`src/rtl/if_id_queue_if.sv`:
```
// Fetch/decode handshake bundle for the IF/ID instruction queue.
// The master side is fetch plus decode; the slave side is the queue itself.
interface if_id_queue_if #(
    parameter int unsigned DEPTH = 4
);
    localparam int unsigned CW = $clog2(DEPTH) + 1;

    logic          in_valid;
    logic [31:0]   in_pc;
    logic [31:0]   in_instr;
    logic          in_ready;
    logic          out_valid;
    logic [31:0]   out_pc;
    logic [31:0]   out_instr;
    logic          out_ready;
    logic          flush;
    logic [CW-1:0] count;

    modport master (
        output in_valid, in_pc, in_instr, out_ready, flush,
        input  in_ready, out_valid, out_pc, out_instr, count
    );

    modport slave (
        input  in_valid, in_pc, in_instr, out_ready, flush,
        output in_ready, out_valid, out_pc, out_instr, count
    );
endinterface

```
`src/rtl/if_id_queue.sv`:
```
// IF/ID instruction queue: circular buffer of {pc, instr} pairs between fetch and decode.
// The head is presented combinationally from storage; flush discards everything.
module if_id_queue #(
    parameter int unsigned DEPTH = 4,
    parameter logic [31:0] NOP   = 32'h0000_0013
) (
    input logic           clk,
    input logic           reset,
    if_id_queue_if.slave  q
);
    localparam int unsigned AW = (DEPTH > 1) ? $clog2(DEPTH) : 1;
    localparam int unsigned CW = $clog2(DEPTH) + 1;

    logic [31:0]   mem_pc    [DEPTH];
    logic [31:0]   mem_instr [DEPTH];
    logic [AW-1:0] wr_ptr;
    logic [AW-1:0] rd_ptr;
    logic [CW-1:0] cnt;

    logic in_ready_c;
    logic out_valid_c;
    logic push_c;
    logic pop_c;

    // Full blocks a push even when a pop happens on the same edge.
    always_comb begin
        in_ready_c  = (cnt < CW'(DEPTH));
        out_valid_c = (cnt != '0);
        push_c      = q.in_valid  && in_ready_c;
        pop_c       = q.out_ready && out_valid_c;
    end

    // Pointers and occupancy; DEPTH is a power of two so pointers wrap naturally.
    always_ff @(posedge clk or posedge reset) begin
        if (reset) begin
            wr_ptr <= '0;
            rd_ptr <= '0;
            cnt    <= '0;
        end else if (q.flush) begin
            wr_ptr <= '0;
            rd_ptr <= '0;
            cnt    <= '0;
        end else begin
            if (push_c) wr_ptr <= AW'(wr_ptr + 1'b1);
            if (pop_c)  rd_ptr <= AW'(rd_ptr + 1'b1);
            case ({push_c, pop_c})
                2'b10:   cnt <= CW'(cnt + 1'b1);
                2'b01:   cnt <= CW'(cnt - 1'b1);
                default: cnt <= cnt;
            endcase
        end
    end

    // Storage is never reset; outputs ignore it while empty.
    always_ff @(posedge clk) begin
        if (push_c && !q.flush) begin
            mem_pc[wr_ptr]    <= q.in_pc;
            mem_instr[wr_ptr] <= q.in_instr;
        end
    end

    always_comb begin
        q.in_ready  = in_ready_c;
        q.out_valid = out_valid_c;
        q.count     = cnt;
        q.out_pc    = 32'h0;
        q.out_instr = NOP;
        if (out_valid_c) begin
            q.out_pc    = mem_pc[rd_ptr];
            q.out_instr = mem_instr[rd_ptr];
        end
    end
endmodule

```
`src/flat_wrapper.sv`:
```
// flat-port wrapper written by rule: the top's interface ports become plain ports
module if_id_queue_flat 
#(
    parameter int unsigned DEPTH = 4,
    parameter logic [31:0] NOP   = 32'h0000_0013
)
  (clk, reset, q_in_valid, q_in_pc, q_in_instr, q_out_ready, q_flush, q_in_ready, q_out_valid, q_out_pc, q_out_instr, q_count);
  if_id_queue_if #(.DEPTH(DEPTH)) q_i ();
  input logic clk;
  input logic reset;
  input wire logic [$bits(q_i.in_valid)-1:0] q_in_valid;
  input wire logic [$bits(q_i.in_pc)-1:0] q_in_pc;
  input wire logic [$bits(q_i.in_instr)-1:0] q_in_instr;
  input wire logic [$bits(q_i.out_ready)-1:0] q_out_ready;
  input wire logic [$bits(q_i.flush)-1:0] q_flush;
  output wire logic [$bits(q_i.in_ready)-1:0] q_in_ready;
  output wire logic [$bits(q_i.out_valid)-1:0] q_out_valid;
  output wire logic [$bits(q_i.out_pc)-1:0] q_out_pc;
  output wire logic [$bits(q_i.out_instr)-1:0] q_out_instr;
  output wire logic [$bits(q_i.count)-1:0] q_count;
  assign q_i.in_valid = q_in_valid;
  assign q_i.in_pc = q_in_pc;
  assign q_i.in_instr = q_in_instr;
  assign q_i.out_ready = q_out_ready;
  assign q_i.flush = q_flush;
  assign q_in_ready = q_i.in_ready;
  assign q_out_valid = q_i.out_valid;
  assign q_out_pc = q_i.out_pc;
  assign q_out_instr = q_i.out_instr;
  assign q_count = q_i.count;
  if_id_queue #(.DEPTH(DEPTH), .NOP(NOP)) u_core (.clk(clk), .reset(reset), .q(q_i));
endmodule
```
`config.mk`:
```
export PLATFORM = sky130hd
export DESIGN_NAME = if_id_queue_flat
export DESIGN_NICKNAME = d
export VERILOG_FILES = /design/src/rtl/if_id_queue_if.sv /design/src/rtl/if_id_queue.sv /design/src/flat_wrapper.sv
export SDC_FILE = /design/constraint.sdc
export NUM_CORES = 1
export LEC_CHECK = 0
export BUFFER_PORTS_ARGS = -buffer_cell sky130_fd_sc_hd__buf_2
export CAP_MARGIN = 20
export CELL_PAD_IN_SITES_DETAIL_PLACEMENT = 0
export CELL_PAD_IN_SITES_GLOBAL_PLACEMENT = 2
export CORE_MARGIN = 10
export CORE_UTILIZATION = 41
export CTS_BUF_LIST = sky130_fd_sc_hd__clkbuf_4
export CTS_CLUSTER_DIAMETER = 30
export DETAILED_ROUTE_END_ITERATION = 10
export PLACE_DENSITY = 0.88
export RECOVER_POWER = 100
export SYNTH_ARGS = -nofsm -noshare
export SYNTH_HDL_FRONTEND = slang
export SYNTH_SLANG_ARGS = --single-unit
export TNS_END_PERCENT = 50
```
`constraint.sdc`:
```
create_clock -name clk -period 2.8 [get_ports clk]
set_clock_uncertainty 0.15 [all_clocks]
set_input_delay 0.56 -clock clk [delete_from_list [all_inputs] [get_ports clk]]
set_output_delay 0.56 -clock clk [all_outputs]
set_load 0.02 [all_outputs]
```
==> impl_metrics.xml <==
<?xml version="1.0" encoding="UTF-8"?>
<metrics>
  <group name="run_status">
    <metric name="outcome" unit="">finished, violations left</metric>
    <metric name="violations" unit="">setup timing</metric>
  </group>
  <group name="global_routing">
    <metric name="globalRouteTotalUtil" unit="%">14.6</metric>
    <metric name="groute.layer.met2.usage" unit="%">23.7</metric>
    <metric name="globalRoute.totalOverflow" unit="">0</metric>
    <metric name="grt_pass1_vias" unit="">6217</metric>
    <metric name="grt_first_pass_wirelength" unit="um">34900</metric>
    <metric name="grt_start_max_net_pins" unit="">36</metric>
    <metric name="grt_antenna_before_repair" unit="">0</metric>
    <metric name="global_route.usage.met3" unit="%">4.16</metric>
    <metric name="gr-max-usage-layer" unit="">met2</metric>
    <metric name="globalRouteMet1Util" unit="%">18.2</metric>
  </group>
  <group name="worst_setup_path">
    <metric name="reg2reg_setup_slack" unit="ns">0.54</metric>
    <metric name="critical_path.reg2reg.startpoint" unit="">u_core.q.count[2]</metric>
    <metric name="path_max_fanout" unit="">5</metric>
    <metric name="criticalPathCategory" unit="">reg2out</metric>
    <metric name="r2r-end" unit="">u_core.q.count[2]</metric>
    <metric name="worstSetupStartpointType" unit="">register</metric>
    <metric name="crit_arrival" unit="ns">2.34</metric>
    <metric name="crit_path_start" unit="">u_core.rd_ptr[0]</metric>
    <metric name="endpoint_kind" unit="">output port</metric>
    <metric name="critical_path_required" unit="ns">2.09</metric>
    <metric name="reg2regPathDepth" unit="">8</metric>
    <metric name="worst_setup_path_endpoint" unit="">q_out_pc[1]</metric>
  </group>
  <group name="synth">
    <metric name="synth-edff-count" unit="">256</metric>
    <metric name="post-synth-top-count-cell" unit="">edfxtp_1</metric>
    <metric name="synth_ff_type" unit="">edfxtp_1</metric>
    <metric name="synth-warning-count" unit="">0</metric>
    <metric name="netlist.top_cell.by_area" unit="">edfxtp_1</metric>
    <metric name="netlist_top_cells_area" unit="">edfxtp_1 (76%), mux4_2 (14%), and2_1 (4.0%)</metric>
    <metric name="asyncSetResetFlopFracSynth" unit="%">2.66</metric>
    <metric name="ys_ff_latch" unit="">263</metric>
    <metric name="netlist_top_cells_count" unit="">edfxtp_1 (256), and2_1 (65), mux4_2 (64), clkbuf_1 (11), buf_2 (8)</metric>
    <metric name="syn-cell-area" unit="um^2">10200</metric>
    <metric name="synth-seq-area-share" unit="%">77.3</metric>
    <metric name="synth.net_count" unit="">541</metric>
    <metric name="synth_top_area_share" unit="%">75.6</metric>
    <metric name="postSynthAreaPerCell" unit="um^2">21.8</metric>
    <metric name="synth_cells" unit="">467</metric>
    <metric name="post_synth_num_cell_types" unit="">26</metric>
  </group>
  <group name="timing">
    <metric name="setup_viol" unit="">64</metric>
    <metric name="relSlewSlack" unit="%">76.0</metric>
    <metric name="slew_limit_fails" unit="">0</metric>
    <metric name="worst_hold_slack" unit="ns">0.0900</metric>
    <metric name="fin_crit_sh" unit="%">109</metric>
    <metric name="count_of_endpoints_failing_hold_in_the_final_timing_report" unit="">0</metric>
    <metric name="clock.fmax" unit="MHz">328</metric>
    <metric name="final.setup.worst_slack" unit="ns">-0.246</metric>
    <metric name="worstMarginPinSlew" unit="ns">0.360</metric>
    <metric name="grt_setup_unrepaired" unit="">yes</metric>
    <metric name="period_minus_slack" unit="ns">3.05</metric>
    <metric name="totalNegativeSetupSlack" unit="ns">-10.81</metric>
  </group>
  <group name="power">
    <metric name="irDropWorstVdd" unit="V">0.000388</metric>
    <metric name="p_leak" unit="nW">4.75</metric>
    <metric name="powerDensity" unit="nW/um^2">738</metric>
  </group>
  <group name="detailed_routing">
    <metric name="detail_route.drc_violations" unit="">0</metric>
    <metric name="antenna_left" unit="">0</metric>
    <metric name="detail_routed_net_length_per_standard_cell" unit="um">20.7</metric>
    <metric name="number_of_vias_in_the_routed_layout" unit="">5614</metric>
    <metric name="finalWirelength" unit="um">23200</metric>
    <metric name="dr.pass1.iters" unit="">5</metric>
    <metric name="initialDrtViolationCount" unit="">333</metric>
    <metric name="detail_route.vias_per_cell" unit="">5.01</metric>
  </group>
  <group name="floorplanning">
    <metric name="fp-row-count" unit="">57</metric>
    <metric name="start_util" unit="%">41.7</metric>
    <metric name="design.core.area" unit="um^2">24400</metric>
    <metric name="die-height" unit="um">177</metric>
    <metric name="floorplan.io_pins" unit="">138</metric>
    <metric name="dieWidth" unit="um">177</metric>
    <metric name="die-area" unit="um^2">31500</metric>
  </group>
  <group name="cts">
    <metric name="tritoncts_num_sinks" unit="">263</metric>
    <metric name="clock_insertion_delay_worst_skew" unit="ns">0.64</metric>
    <metric name="clk_pin_slew_worst_paths" unit="ns">0.06</metric>
    <metric name="maximum_root_to_sink_buffer_count" unit="">3</metric>
    <metric name="cts_root_buffer" unit="">clkbuf_4</metric>
    <metric name="clock_tree.htree_level_count" unit="">3</metric>
    <metric name="tritoncts.num_buffers" unit="">68</metric>
    <metric name="cts_tree" unit="">done</metric>
  </group>
  <group name="final_layout">
    <metric name="finalNetCount" unit="">824</metric>
    <metric name="area.growth.synth_to_final" unit="%">35.9</metric>
    <metric name="final_layout_size_suffix_gt1_share" unit="%">43.0</metric>
    <metric name="final_cell_area" unit="um^2">13800</metric>
    <metric name="final_util" unit="%">56.7</metric>
    <metric name="filler_cell_count" unit="">1915</metric>
  </group>
  <group name="place">
    <metric name="port_buffers" unit="">137</metric>
    <metric name="placed_cell_area" unit="um^2">11400</metric>
    <metric name="dp_slack" unit="ns">0.410</metric>
    <metric name="detailed_place_hpwl" unit="um">13200</metric>
    <metric name="globalplace.congestion" unit="">0.712</metric>
  </group>
  <group name="run">
    <metric name="drv.max_cap_violation_count" unit="">0</metric>
  </group>
  <group name="worst_hold_path">
    <metric name="hold_path_depth" unit="">3</metric>
    <metric name="min-delay-path-class" unit="">in2reg</metric>
  </group>
</metrics>
[layout by cell type (no fill, tap or decap), types with 5 or more instances in the layout]
master	n
buf_6	63
buf_2	13
nand2_1	6
clkinv_1	14
clkbuf_4	94
dlygate4sd3_1	66
mux4_2	64
o21ai_0	5
nor2_1	7
clkbuf_1	65
buf_16	10
and2_4	62
edfxtp_1	256
buf_12	14
[timing repair]
item / CTS / global route
pin swaps: 1 / 1
endpoints found under the hold margin: 268 / 0
hold buffers: 66 / 0
gates cloned: 8 / 2
gates resized for setup: 77 / 121
setup buffers: 7 / 2
endpoints found under the setup margin: 64 / 65
[cells by family after synthesis]
group	Yosys count	share of synthesized area [%]
mux	65	14.3
buf+inv	29	1.54
fa+ha+maj	5	0.689
xor+xnor	5	0.431
compound gates	11	0.603
flops	263	77.3
simple gates	89	5.16
[metal layers]
metal | wire length (um) | vias up
li1 | - | 2503
met1 | 9760 | 2899
met2 | 11700 | 179
met3 | 1430 | 33
met4 | 342 | 0
met5 | 0 | -
[worst min-delay path by stage]
stage                     startpoint           endpoint
after global routing      q_in_valid  u_core.q.count[2]
after detailed placement       reset  u_core.q.count[0]
final                     q_in_valid  u_core.q.count[2]
after CTS                 q_in_valid  u_core.q.count[2]
after global placement         reset  u_core.q.count[0]
after floorplan                reset  u_core.q.count[0]
[critical path: stages, from the launching register on]
cell	delay, ns
dfrtp_4	0.50
buf_8	0.15
buf_12	0.14
clkbuf_16	0.17
mux4_2	0.43
and2_4	0.18
buf_6	0.12
[layout make-up]
| cell class | instances | area (um^2) | area share (%) |
|---|---|---|---|
| tap | 324 | 405 | 2.93 |
| clock buffer | 94 | 706 | 5.11 |
| antenna | 1 | 2.50 | 0.0181 |
| clock inverter | 22 | 176 | 1.28 |
| timing repair buffer | 237 | 2320 | 16.8 |
| multi-input combinational | 175 | 2320 | 16.8 |
| inverter | 5 | 18.8 | 0.136 |
| sequential | 263 | 7870 | 57.0 |
[registers in the layout, summed over array words and instances (netlist names)]
register and count:
u_core.mem_instr 128, u_core.mem_pc 128, u_core.q.count 3, u_core.rd_ptr 2, u_core.wr_ptr 2
[power by group]
part / switching [mW] / internal [mW] / leakage (nW)
registers: 0.0598 / 4.47 / 2.41
logic: 1.07 / 1.30 / 1.83
clock network: 1.46 / 1.83 / 0.509
[per-stage QoR]
stage          total power [mW]  instances
3_5_place_dp               6.18        919
5_1_grt                    10.7       1120
6_report                   10.2       1121
2_1_floorplan              5.62        467
4_1_cts                    10.0       1116
3_3_place_gp               6.15        919
Note: power is estimated with default switching activity, not from simulation.
